## src/rtl/audio_vad_framer.sv

```systemverilog
// audio_vad_framer: pops stereo samples from the ADC FIFO, down-mixes them to
// signed 16-bit mono, accumulates mean-square energy over fixed-length frames
// and drives a voice-activity flag with a hangover.
module audio_vad_framer #(
  parameter int unsigned LOG2_FRAME  = 8,
  parameter int unsigned HANG_FRAMES = 4
) (
  input  logic        clk,
  input  logic        reset,
  input  logic        enable,
  input  logic        fifo_empty,
  output logic        fifo_rd,
  input  logic [31:0] fifo_data,
  input  logic [31:0] threshold,
  output logic [15:0] mono_data,
  output logic        mono_valid,
  output logic [31:0] frame_energy,
  output logic        frame_done,
  output logic        vad
);

  localparam int unsigned ACC_W  = 31 + LOG2_FRAME;
  localparam int unsigned HANG_W = 4;

  typedef enum logic [2:0] {
    IDLE,
    RD,
    WAIT,
    ACC,
    DONE
  } state_t;

  state_t                  state_q;
  state_t                  state_d;
  logic [ACC_W-1:0]        acc_q;
  logic [LOG2_FRAME-1:0]   sample_cnt_q;
  logic [HANG_W-1:0]       hang_q;

  logic signed [16:0]      mix_sum;
  logic [15:0]             mix_mono;
  logic [15:0]             mono_mag;
  logic [30:0]             mag_ext;
  logic [30:0]             sq;
  logic [ACC_W-1:0]        acc_sum;
  logic [31:0]             energy;
  logic                    last_sample;

  // Down-mix: sign-extended sum, arithmetic halving (rounds toward -inf)
  assign mix_sum  = {fifo_data[31], fifo_data[31:16]} + {fifo_data[15], fifo_data[15:0]};
  assign mix_mono = 16'(mix_sum >>> 1);

  // Square via magnitude; -32768 maps to 0x8000 which is still exact unsigned
  assign mono_mag = mono_data[15] ? 16'(-mono_data) : mono_data;
  assign mag_ext  = 31'(mono_mag);
  assign sq       = mag_ext * mag_ext;

  assign acc_sum     = acc_q + ACC_W'(sq);
  assign energy      = 32'(acc_sum >> LOG2_FRAME);
  assign last_sample = &sample_cnt_q;

  // Pop strobe is a pure decode of the RD state
  assign fifo_rd = (state_q == RD);

  // State register
  always_ff @(posedge clk or posedge reset) begin
    if (reset) state_q <= IDLE;
    else       state_q <= state_d;
  end

  // Next-state logic; enable and fifo_empty only matter in IDLE
  always_comb begin
    state_d = state_q;
    case (state_q)
      IDLE:    if (enable && !fifo_empty) state_d = RD;
      RD:      state_d = WAIT;
      WAIT:    state_d = ACC;
      ACC:     state_d = last_sample ? DONE : IDLE;
      DONE:    state_d = IDLE;
      default: state_d = IDLE;
    endcase
  end

  // Datapath: mono is loaded leaving WAIT so it is visible during ACC;
  // frame results are loaded leaving ACC so they are visible during DONE
  always_ff @(posedge clk or posedge reset) begin
    if (reset) begin
      acc_q        <= '0;
      sample_cnt_q <= '0;
      hang_q       <= '0;
      mono_data    <= '0;
      mono_valid   <= 1'b0;
      frame_energy <= '0;
      frame_done   <= 1'b0;
      vad          <= 1'b0;
    end else begin
      mono_valid <= 1'b0;
      frame_done <= 1'b0;
      case (state_q)
        WAIT: begin
          mono_data  <= mix_mono;
          mono_valid <= 1'b1;
        end
        ACC: begin
          if (last_sample) begin
            acc_q        <= '0;
            sample_cnt_q <= '0;
            frame_energy <= energy;
            frame_done   <= 1'b1;
            if (energy > threshold) begin
              vad    <= 1'b1;
              hang_q <= HANG_W'(HANG_FRAMES);
            end else if (hang_q != '0) begin
              hang_q <= hang_q - HANG_W'(1);
            end else begin
              vad <= 1'b0;
            end
          end else begin
            acc_q        <= acc_sum;
            sample_cnt_q <= sample_cnt_q + LOG2_FRAME'(1);
          end
        end
        default: ;
      endcase
    end
  end

endmodule

```

## config.mk

```make
export PLATFORM = sky130hd
export DESIGN_NAME = audio_vad_framer
export DESIGN_NICKNAME = d
export VERILOG_FILES = /design/src/rtl/audio_vad_framer.sv
export SDC_FILE = /design/constraint.sdc
export NUM_CORES = 1
export LEC_CHECK = 0
export CAP_MARGIN = 20
export CELL_PAD_IN_SITES_DETAIL_PLACEMENT = 1
export CELL_PAD_IN_SITES_GLOBAL_PLACEMENT = 1
export CORE_MARGIN = 2
export CORE_UTILIZATION = 40
export CTS_BUF_LIST = sky130_fd_sc_hd__clkbuf_4
export DETAILED_ROUTE_END_ITERATION = 7
export GPL_TIMING_DRIVEN = 0
export PLACE_DENSITY = 0.75
export SYNTH_ARGS = -nofsm -noshare
export SYNTH_HDL_FRONTEND = slang
export SYNTH_SLANG_ARGS = --single-unit
```

## constraint.sdc

```tcl
create_clock -name clk -period 28.6 [get_ports clk]
set_input_delay 2.86 -clock clk [delete_from_list [all_inputs] [get_ports clk]]
set_output_delay 2.86 -clock clk [all_outputs]
set_load 0.005 [all_outputs]
```

==> impl_results.md <==
- Status: finished clean
- Worst hold path class: reg -> reg
- Share of layout cells above drive strength 1: 0.0343
- End of the critical path: hang_q[0]
- Syn avg cell area: slightly below 9 µm²
- CTS tree: yes
- Distinct cells, synth: just under 80
- Worst path slowest cell: xnor2_1
- Worst-path clk slew: 0.18 ns
- Yosys warnings: 0
- Crit-path most repeated cell: fa_1
- Sequential area share after synthesis: 0.174
- Tcrit/Tclk final: 0.490
- Fin. Hold Viols: 0
- Arr. time, crit path: 14.45 ns
- Slew @ Worst Pin: 1.00 ns
- Launching point of the worst reg2reg path: mono_data[0]
- Largest net degree at the start of global routing: 58
- # H-tree levels: 3
- First-pass GRT wire length: 70800 µm
- Post-CTS Hold Fix Bufs: 0
- DR iter-0 viols: approximately 440
- Worst Path Required: 29.03 ns
- Area leader, netlist: fa_1
- Num CTS Buffers: 9
- Area Growth Syn to Fin: 13.4%
- Setup TNS: 0 ns
- Final setup viols: 0
- Fin cells: 2335
- Ys flop type: dfrtp_1
- Skew final: 0.0413 ns
- Vias in the first global route: 13.9k
- Via density: 5.43
- Worst Setup SP: mono_data[0]
- Period minus WS final: 14.02 ns
- Post-Syn Instances: 1716
- Die height: between 150 and 200 µm
- Fillers: 4380
- DP Wirelength: 36300 µm
- Worst-path fanout max: 11
- Total number of vias: around 13k
- Post-cts resize count: 0
- Detailed-route DRC error count: 0
- Bufs on Longest Clock Path: 2
- Hold path start: sample_cnt_q[4]
- Grt ovf: 0
- Number of synthesized flops with an enable pin: 0
- Clk Latency, worst-skew pair: 0.57 ns
- Final nets: 2269
- Antenna violations before repair: 2
- Routed len/inst: 18.3 µm
- WL final: 42800 µm
- Final antenna-violating net count: 0
- Initial core utilization: 0.407
- Max Freq: 0.0713 GHz
- Drt first pass iters: 5
- GRT Resource Usage Total: 0.229
- Rel. slew slack: 0.328
- IO Port Bufs: 118
- Die X: 197 µm
- CP Class: reg -> reg
- Rows: 70
- Post-CTS Repair Setup Buffers: 0
- Die area: 38900 µm²
- Post-synth ARST share: 1.00
- Global placement routability congestion: 0.933
- Num ports: 120
- Synth top area share: 0.219
- Root Driver: clkbuf_4
- Post-route cell area: 16900 µm²
- RSZ-0062 raised after global routing: no
- Synth Cell Area: 14900 µm²
- Synth area leaders: fa_1, dfrtp_1, ha_1
- Worst setup SP type: register
- FF-to-FF path depth: 44
- Area of the core: 36700 µm²
- Placed Instances: between 2k and 2.5k
- Critical path capture point type: register
- Reg2reg end: hang_q[0]
- Max-cap violations: 0
- Reg2reg setup slack: 14.58 ns
- Dpl cell area: 16800 µm²
- Number of synthesized register bits: 104
- Slowest stage delay, CP: 0.80 ns
- Sink Count: 104
- Fin. max-slew vios: 0
==> metal layers <==
metal,share of wire,up-vias,global-route usage
met5,0,-,0
met4,0.018,0,0.0574
met3,0.032,48,0.0285
met2,0.51,211,0.412
met1,0.44,6440,0.292
li1,-,5970,-
==> how the worst min path moves through the flow <==
stage | to | slack (ns) | cells past startpoint
global route | sample_cnt_q[4] | 0.53 | 1
detailed placement | sample_cnt_q[4] | 0.47 | 1
floorplan | sample_cnt_q[4] | 0.44 | 1
finish | sample_cnt_q[4] | 0.49 | 1
global placement | sample_cnt_q[4] | 0.46 | 1
CTS | sample_cnt_q[4] | 0.49 | 1
==> sequential cells by signal, summed over array words and instances (netlist names) <==
signal / cells
acc_q: 39
frame_done: 1
frame_energy: 31
hang_q: 4
mono_data: 16
mono_valid: 1
sample_cnt_q: 8
state_q: 3
vad: 1
==> layout make-up <==
class / instances / area, µm² / share of cell area
antenna: 2 / 5.00 / 0.000296
buffer: 52 / 213 / 0.0126
clock buffer: 10 / 75.1 / 0.00443
clock inverter: 6 / 58.8 / 0.00347
inverter: 314 / 1180 / 0.0698
multi-input combinational: 1256 / 11000 / 0.648
sequential: 104 / 2600 / 0.154
tap: 468 / 586 / 0.0346
timing repair buffer: 123 / 1240 / 0.0733
==> synth_stat cells (all sizes together), types with 15 or more instances <==
master	number
o21a	16
xnor2	67
fa	163
nor3	23
mux2	15
a21o	42
clkbuf	42
ha	178
a21oi	80
o21ai	69
nand4	18
xor2	30
a22o	22
nor2	105
dfrtp	104
inv	313
nand2	180
nand3	28
==> critical path, delay by kind of cell (launching register included) <==
family	cells	cell delay (ns)
compound gates	10	3.50
flops	1	0.76
buf+inv	7	1.16
simple gates	14	2.88
xor+xnor	3	1.17
fa+ha+maj	10	4.34
==> layout by cell type (no fill, tap or decap), types with 30 or more instances in the layout <==
cell type / n
xor2_1: 30
clkdlybuf4s50_1: 118
clkbuf_1: 42
nor2_1: 105
nand2_1: 180
o21ai_0: 66
a21oi_1: 80
a21o_1: 42
ha_1: 178
fa_1: 163
inv_1: 311
dfrtp_1: 104
xnor2_1: 67
==> cells by family (layout without fill, tap and decap cells) <==
kind of cell / count (synthesis) / after routing / share of synthesized area
and+or+nand+nor: 446 / 446 / 0.138
buffers and inverters: 366 / 505 / 0.0932
AOI/OAI and AO/OA: 342 / 342 / 0.156
adders and majority gates: 341 / 341 / 0.368
DFF: 104 / 104 / 0.174
xor gates and xnor gates: 97 / 97 / 0.0569
muxes: 18 / 18 / 0.0136
other: 2 / 14 / 0.000503
==> stage by stage <==
stage	worst slack [ns]	utilization	hold WS, ns
global route	13.65	0.461	0.532
detailed placement	14.56	0.457	0.465
global placement	14.80	0.456	0.456
finish	14.58	0.461	0.489
CTS	14.51	0.461	0.490
floorplan	17.94	-	0.439
Power is not shown: default switching activity piles up to over one toggle a cycle in this logic, so the estimate is an artifact.
